--- config.mk ---
export PLATFORM = sky130hd
export DESIGN_NAME = pc_fetch_sequencer_flat
export DESIGN_NICKNAME = d
export VERILOG_FILES = /design/src/rtl/pc_fetch_sequencer_if.sv /design/src/rtl/pc_fetch_sequencer.sv /design/src/flat_wrapper.sv
export SDC_FILE = /design/constraint.sdc
export NUM_CORES = 1
export LEC_CHECK = 0
export ABC_CLOCK_PERIOD_IN_PS = 1900
export BUFFER_PORTS_ARGS = -buffer_cell sky130_fd_sc_hd__buf_2
export CELL_PAD_IN_SITES_DETAIL_PLACEMENT = 0
export CELL_PAD_IN_SITES_GLOBAL_PLACEMENT = 1
export CORE_MARGIN = 3
export CORE_UTILIZATION = 16
export CTS_BUF_LIST = sky130_fd_sc_hd__clkbuf_8 sky130_fd_sc_hd__clkbuf_16
export CTS_CLUSTER_DIAMETER = 50
export DETAILED_ROUTE_END_ITERATION = 10
export PLACE_DENSITY = 0.85
export REMOVE_ABC_BUFFERS = 1
export SLEW_MARGIN = 25
export SYNTH_ARGS = -nofsm -noshare
export SYNTH_HDL_FRONTEND = slang
export SYNTH_SLANG_ARGS = --single-unit
--- constraint.sdc ---
create_clock -name Clk -period 1.9 [get_ports Clk]
set_clock_uncertainty 0.05 [all_clocks]
set_input_delay 0 -clock Clk [delete_from_list [all_inputs] [get_ports Clk]]
set_output_delay 0 -clock Clk [all_outputs]
set_load 0.02 [all_outputs]
--- src/rtl/pc_fetch_sequencer_if.sv ---
// Fetch-control bundle between hazard/decode logic, the PC register and the sequencer.
interface pc_fetch_sequencer_if;
  logic [31:0] iPC;
  logic        iStall;
  logic        iRedirect;
  logic [31:0] iRedirectTarget;
  logic        iBrValid;
  logic [31:0] iBrPC;
  logic        iBrTaken;
  logic [31:0] iBrTarget;
  logic        iHalt;
  logic        iResume;
  logic        oPCWrite;
  logic        oCache;
  logic [31:0] oAddress;
  logic [31:0] oCacheAddress;
  logic        oFlush;
  logic [1:0]  oState;

  modport master (
    output iPC, iStall, iRedirect, iRedirectTarget, iBrValid, iBrPC, iBrTaken,
           iBrTarget, iHalt, iResume,
    input  oPCWrite, oCache, oAddress, oCacheAddress, oFlush, oState
  );

  modport slave (
    input  iPC, iStall, iRedirect, iRedirectTarget, iBrValid, iBrPC, iBrTaken,
           iBrTarget, iHalt, iResume,
    output oPCWrite, oCache, oAddress, oCacheAddress, oFlush, oState
  );
endinterface

--- src/rtl/pc_fetch_sequencer.sv ---
// PC fetch sequencer: picks PC+4, redirect or BTB prediction; BTB built only with PC_SEQ_BTB_EN.
// Zero-cycle decision (outputs combinational from state/inputs); stall/halt hold the PC.
module pc_fetch_sequencer #(
  parameter int BTB_ENTRIES = 4,
  parameter int IDX_W       = $clog2(BTB_ENTRIES)
) (
  input logic                  Clk,
  input logic                  Reset,
  pc_fetch_sequencer_if.slave  bus
);

  typedef enum logic [1:0] {
    IDLE = 2'd0,
    RUN  = 2'd1,
    HALT = 2'd2
  } state_t;

  state_t      state, state_nxt;
  logic        btb_hit;
  logic [31:0] btb_tgt;
  logic        pc_write, cache_sel, flush;
  logic [31:0] next_addr;

`ifdef PC_SEQ_BTB_EN
  localparam int TAG_W = 30 - IDX_W;

  logic [BTB_ENTRIES-1:0] btb_vld;
  logic [TAG_W-1:0]       btb_tag [BTB_ENTRIES];
  logic [31:0]            btb_tgt_q [BTB_ENTRIES];
  logic [IDX_W-1:0]       rd_idx, wr_idx;
  logic [TAG_W-1:0]       rd_tag, wr_tag;
  logic                   wr_match;
  logic                   unused_lsb;

  assign rd_idx = bus.iPC[IDX_W+1:2];
  assign rd_tag = bus.iPC[31:IDX_W+2];
  assign wr_idx = bus.iBrPC[IDX_W+1:2];
  assign wr_tag = bus.iBrPC[31:IDX_W+2];
  assign unused_lsb = ^bus.iBrPC[1:0];

  // Lookup reads the current array contents, so an update this cycle is seen next cycle.
  assign btb_hit  = btb_vld[rd_idx] && (btb_tag[rd_idx] == rd_tag);
  assign btb_tgt  = btb_hit ? btb_tgt_q[rd_idx] : 32'd0;
  assign wr_match = btb_vld[wr_idx] && (btb_tag[wr_idx] == wr_tag);

  always_ff @(posedge Clk) begin
    if (Reset) begin
      btb_vld <= '0;
    end else if (bus.iBrValid) begin
      if (bus.iBrTaken) begin
        btb_vld[wr_idx] <= 1'b1;
      end else if (wr_match) begin
        btb_vld[wr_idx] <= 1'b0;
      end
    end
  end

  always_ff @(posedge Clk) begin
    if (!Reset && bus.iBrValid && bus.iBrTaken) begin
      btb_tag[wr_idx]   <= wr_tag;
      btb_tgt_q[wr_idx] <= bus.iBrTarget;
    end
  end
`else
  logic unused_br;

  assign unused_br = ^{bus.iBrValid, bus.iBrPC, bus.iBrTaken, bus.iBrTarget};
  assign btb_hit   = 1'b0;
  assign btb_tgt   = 32'd0;
`endif

  always_ff @(posedge Clk) begin
    if (Reset) begin
      state <= IDLE;
    end else begin
      state <= state_nxt;
    end
  end

  always_comb begin
    state_nxt = state;
    pc_write  = 1'b0;
    cache_sel = 1'b0;
    flush     = 1'b0;
    next_addr = bus.iPC + 32'd4;
    unique case (state)
      IDLE: state_nxt = RUN;
      RUN: begin
        if (bus.iRedirect) begin
          pc_write  = 1'b1;
          flush     = 1'b1;
          next_addr = bus.iRedirectTarget;
        end else if (bus.iHalt) begin
          state_nxt = HALT;
        end else if (!bus.iStall) begin
          pc_write  = 1'b1;
          cache_sel = btb_hit;
        end
      end
      HALT: begin
        if (bus.iResume) begin
          state_nxt = RUN;
        end
      end
      default: state_nxt = IDLE;
    endcase
    // Reset only gates the control strobes; the address outputs keep their usual meaning.
    if (Reset) begin
      pc_write  = 1'b0;
      cache_sel = 1'b0;
      flush     = 1'b0;
    end
  end

  assign bus.oPCWrite      = pc_write;
  assign bus.oCache        = cache_sel;
  assign bus.oAddress      = next_addr;
  assign bus.oCacheAddress = btb_tgt;
  assign bus.oFlush        = flush;
  assign bus.oState        = state;

endmodule

--- src/flat_wrapper.sv ---
// flat-port wrapper written by rule: the top's interface ports become plain ports
module pc_fetch_sequencer_flat 
#(
  parameter int BTB_ENTRIES = 4,
  parameter int IDX_W       = $clog2(BTB_ENTRIES)
)
  (Clk, Reset, bus_iPC, bus_iStall, bus_iRedirect, bus_iRedirectTarget, bus_iBrValid, bus_iBrPC, bus_iBrTaken, bus_iBrTarget, bus_iHalt, bus_iResume, bus_oPCWrite, bus_oCache, bus_oAddress, bus_oCacheAddress, bus_oFlush, bus_oState);
  pc_fetch_sequencer_if bus_i ();
  input logic Clk;
  input logic Reset;
  input wire logic [$bits(bus_i.iPC)-1:0] bus_iPC;
  input wire logic [$bits(bus_i.iStall)-1:0] bus_iStall;
  input wire logic [$bits(bus_i.iRedirect)-1:0] bus_iRedirect;
  input wire logic [$bits(bus_i.iRedirectTarget)-1:0] bus_iRedirectTarget;
  input wire logic [$bits(bus_i.iBrValid)-1:0] bus_iBrValid;
  input wire logic [$bits(bus_i.iBrPC)-1:0] bus_iBrPC;
  input wire logic [$bits(bus_i.iBrTaken)-1:0] bus_iBrTaken;
  input wire logic [$bits(bus_i.iBrTarget)-1:0] bus_iBrTarget;
  input wire logic [$bits(bus_i.iHalt)-1:0] bus_iHalt;
  input wire logic [$bits(bus_i.iResume)-1:0] bus_iResume;
  output wire logic [$bits(bus_i.oPCWrite)-1:0] bus_oPCWrite;
  output wire logic [$bits(bus_i.oCache)-1:0] bus_oCache;
  output wire logic [$bits(bus_i.oAddress)-1:0] bus_oAddress;
  output wire logic [$bits(bus_i.oCacheAddress)-1:0] bus_oCacheAddress;
  output wire logic [$bits(bus_i.oFlush)-1:0] bus_oFlush;
  output wire logic [$bits(bus_i.oState)-1:0] bus_oState;
  assign bus_i.iPC = bus_iPC;
  assign bus_i.iStall = bus_iStall;
  assign bus_i.iRedirect = bus_iRedirect;
  assign bus_i.iRedirectTarget = bus_iRedirectTarget;
  assign bus_i.iBrValid = bus_iBrValid;
  assign bus_i.iBrPC = bus_iBrPC;
  assign bus_i.iBrTaken = bus_iBrTaken;
  assign bus_i.iBrTarget = bus_iBrTarget;
  assign bus_i.iHalt = bus_iHalt;
  assign bus_i.iResume = bus_iResume;
  assign bus_oPCWrite = bus_i.oPCWrite;
  assign bus_oCache = bus_i.oCache;
  assign bus_oAddress = bus_i.oAddress;
  assign bus_oCacheAddress = bus_i.oCacheAddress;
  assign bus_oFlush = bus_i.oFlush;
  assign bus_oState = bus_i.oState;
  pc_fetch_sequencer #(.BTB_ENTRIES(BTB_ENTRIES), .IDX_W(IDX_W)) u_core (.Clk(Clk), .Reset(Reset), .bus(bus_i));
endmodule
==> impl_metrics.json <==
{
  "holdPathEnd": "u_core.bus.oState[1]",
  "hold_path.class": "primary input to register",
  "antenna_found_initial": 0,
  "fillers": 915,
  "path_clk_slew_ns": 0.03,
  "via_count": 1841,
  "final_core_util_pct": 25.06,
  "hold_viol": 0,
  "cts_sinks": 2,
  "r2r_slack_ns": 0.94,
  "firstDrtPassIters": 4,
  "outcome": "complete, no violations",
  "setup_viol": 0,
  "drt_iter0_drc": 33,
  "largest_reg_flops": 2,
  "synth_top_area_share_pct": 18.57,
  "clk_latency_ns": 0.21,
  "timing.rr.end": "u_core.bus.oState[0]",
  "h-tree-depth": 1,
  "drc": 0,
  "grt_pass1_vias": 1713,
  "rr_worst_depth": 3,
  "grt_usage_pct": 9.355,
  "place.gp.congestion": 0.7649,
  "wirelength_mm": 4.781,
  "ioPinCount": 205,
  "rsz0062_at_grt": "false",
  "ys_ff_latch": 2,
  "coreArea_mm2": 0.007928,
  "period_minus_slack_ns": 1.764,
  "min_period_over_period_pct": 92.84,
  "yosys_warnings": 0,
  "grt_start_max_net_pins": 33,
  "required_ns": 1.85,
  "async_flop_share_pct": 0,
  "area_growth_syn_to_layout_pct": 48.97,
  "layout_commonest_cell": "buf_2",
  "ys_seq_area_share_pct": 3.002,
  "path_cells": "buf_2 > nand4_2 > or4_4 > or4_1 > a31oi_1 > buf_2",
  "via_per_inst": 4.311,
  "hp-start": "bus_iResume",
  "synth_cells": 216,
  "arrival_ns": 1.71,
  "critical_path_class": "primary input to primary output",
  "cp-start-kind": "primary input",
  "final_cell_mix": "105 x buf_2, 33 x conb_1, 28 x nand2_1",
  "cp_slowest_cell": "or4_4",
  "cap_violations": 0,
  "grt_pass1_wl_mm": 7.603,
  "dieWidth_um": 97.30,
  "max_stage_delay_ns": 0.60,
  "cts_root_buf": "clkbuf_8",
  "drv_slew": 0,
  "grt.overflow.total": 0,
  "postLayoutCellArea_mm2": 0.001987,
  "hpwl_mm": 4.105,
  "fin_setup_tns_ns": 0,
  "numCtsBuffers": 3,
  "path_common_cell": "buf_2",
  "start_util_pct": 16.82,
  "cts_buffer_depth": 2,
  "tritoncts": "yes",
  "postCtsSetupBuffers": 0,
  "synth_area_per_cell_um2": 6.175,
  "ir_worst_vdd_mv": 0.3777,
  "num_rows": 32,
  "fmax_ghz": 0.5669,
  "finalNetCount": 464,
  "ys_types": 36,
  "crit_path_end_kind": "primary output",
  "final_antenna_net_count": 0,
  "leakagePower_nw": 0.9262,
  "whs_path_depth": 4,
  "path_max_fanout": 6,
  "die_h_um": 97.30,
  "wl_per_cell_um": 11.20,
  "port_buffers": 105,
  "power_density_mw_per_mm2": 345.2,
  "synth_area_leaders": "buf_4 19%, nand2_1 7.9%, a31oi_1 7.5%, nor2_1 6.5%, or4_1 6.2%",
  "placed_cells": 423,
  "fin_cells": 427,
  "ys.flop_type": "dfxtp_1",
  "place_area_mm2": 0.001916,
  "drive_above_1_share_pct": 39.69,
  "die_area_mm2": 0.009467,
  "antennaDiodeCount": 0,
  "reg2reg_from": "u_core.bus.oState[1]",
  "synth_largest_area_cell": "buf_4",
  "synth_edf_count": 0,
  "syn_area_mm2": 0.001334
}
-- worst max-delay path by stage --
stage / from / endpoint / slack, ns
global placement: bus_iPC[10] / bus_oAddress[30] / 0.04
global route: bus_iPC[2] / bus_oAddress[28] / 0.02
detailed placement: bus_iPC[10] / bus_oAddress[28] / 0.04
finish: bus_iPC[10] / bus_oAddress[31] / 0.14
CTS: bus_iPC[10] / bus_oAddress[28] / 0.04
floorplan: u_core.bus.oState[0] / bus_oAddress[15] / 0.02
-- cell families after synthesis --
| logic type | after synthesis | synth area share (%) |
|---|---|---|
| mux | 1 | 0.7505 |
| buf+inv | 49 | 23.73 |
| other cells | 1 | 0.2812 |
| fa+ha+maj | 1 | 0.9379 |
| simple gates | 104 | 41.93 |
| flops | 2 | 3.002 |
| compound gates | 46 | 21.48 |
| xor+xnor | 12 | 7.880 |
-- what timing repair did --
| item | 4_1_cts | 5_1_grt |
|---|---|---|
| hold buffers | 1 | 0 |
| setup endpoints to repair | 0 | 3 |
| hold endpoints to repair | 2 | 0 |
| gates resized for setup | 0 | 4 |
-- per-stage QoR --
stage                     hold slack [ns]  setup slack, ns  power, mW
after global placement             0.1564          0.04109     0.5098
after CTS                         0.08967          0.03619     0.6947
after global routing               0.1427          0.02139     0.7415
final                             0.09160           0.1361     0.6859
after detailed placement           0.1634          0.03649     0.5142
after floorplan                   0.02188          0.01620     0.3076
-- layout make-up --
class	count	area [um2]	area share, %
Multi-Input combinational cell	197	1117	56.23
Timing Repair Buffer	119	645.6	32.49
Tap cell	102	127.6	6.423
Sequential cell	2	40.04	2.015
Clock buffer	3	41.29	2.078
Inverter	4	15.01	0.7557
-- worst max-delay path, delay by kind of cell --
kind	cells	cell delay, ns
buf+inv	2	0.29
compound gates	1	0.17
simple gates	3	1.26
-- power by group --
| group | switching [mW] | total [mW] | internal, mW |
|---|---|---|---|
| Combinational | 0.301 | 0.467 | 0.166 |
| Clock | 0.0370 | 0.171 | 0.134 |
| Sequential | 0.00337 | 0.0481 | 0.0447 |
-- synthesized netlist by cell type, types with 2 or more instances --
library cell / n
or3_1: 4
a31oi_1: 16
buf_4: 33
o21ai_0: 16
nand4_2: 2
or4b_1: 2
dfxtp_1: 2
o41ai_1: 2
nor4_1: 3
nand4_1: 8
nor2b_1: 3
nand2_1: 28
nor2_1: 23
inv_1: 4
xnor2_1: 5
xor2_1: 7
clkbuf_1: 9
nand3_1: 11
or4_1: 11
and4_1: 2
o31ai_1: 10
-- metal layers --
metal / vias up / GRT usage (%) / share of wire, %
li1: 946 / - / -
met1: 792 / 10.62 / 40
met2: 97 / 17.46 / 49
met3: 6 / 2.225 / 10
met4: 0 / 2.343 / 1.2
met5: - / 0 / 0
(Power assumes the default switching activity.)
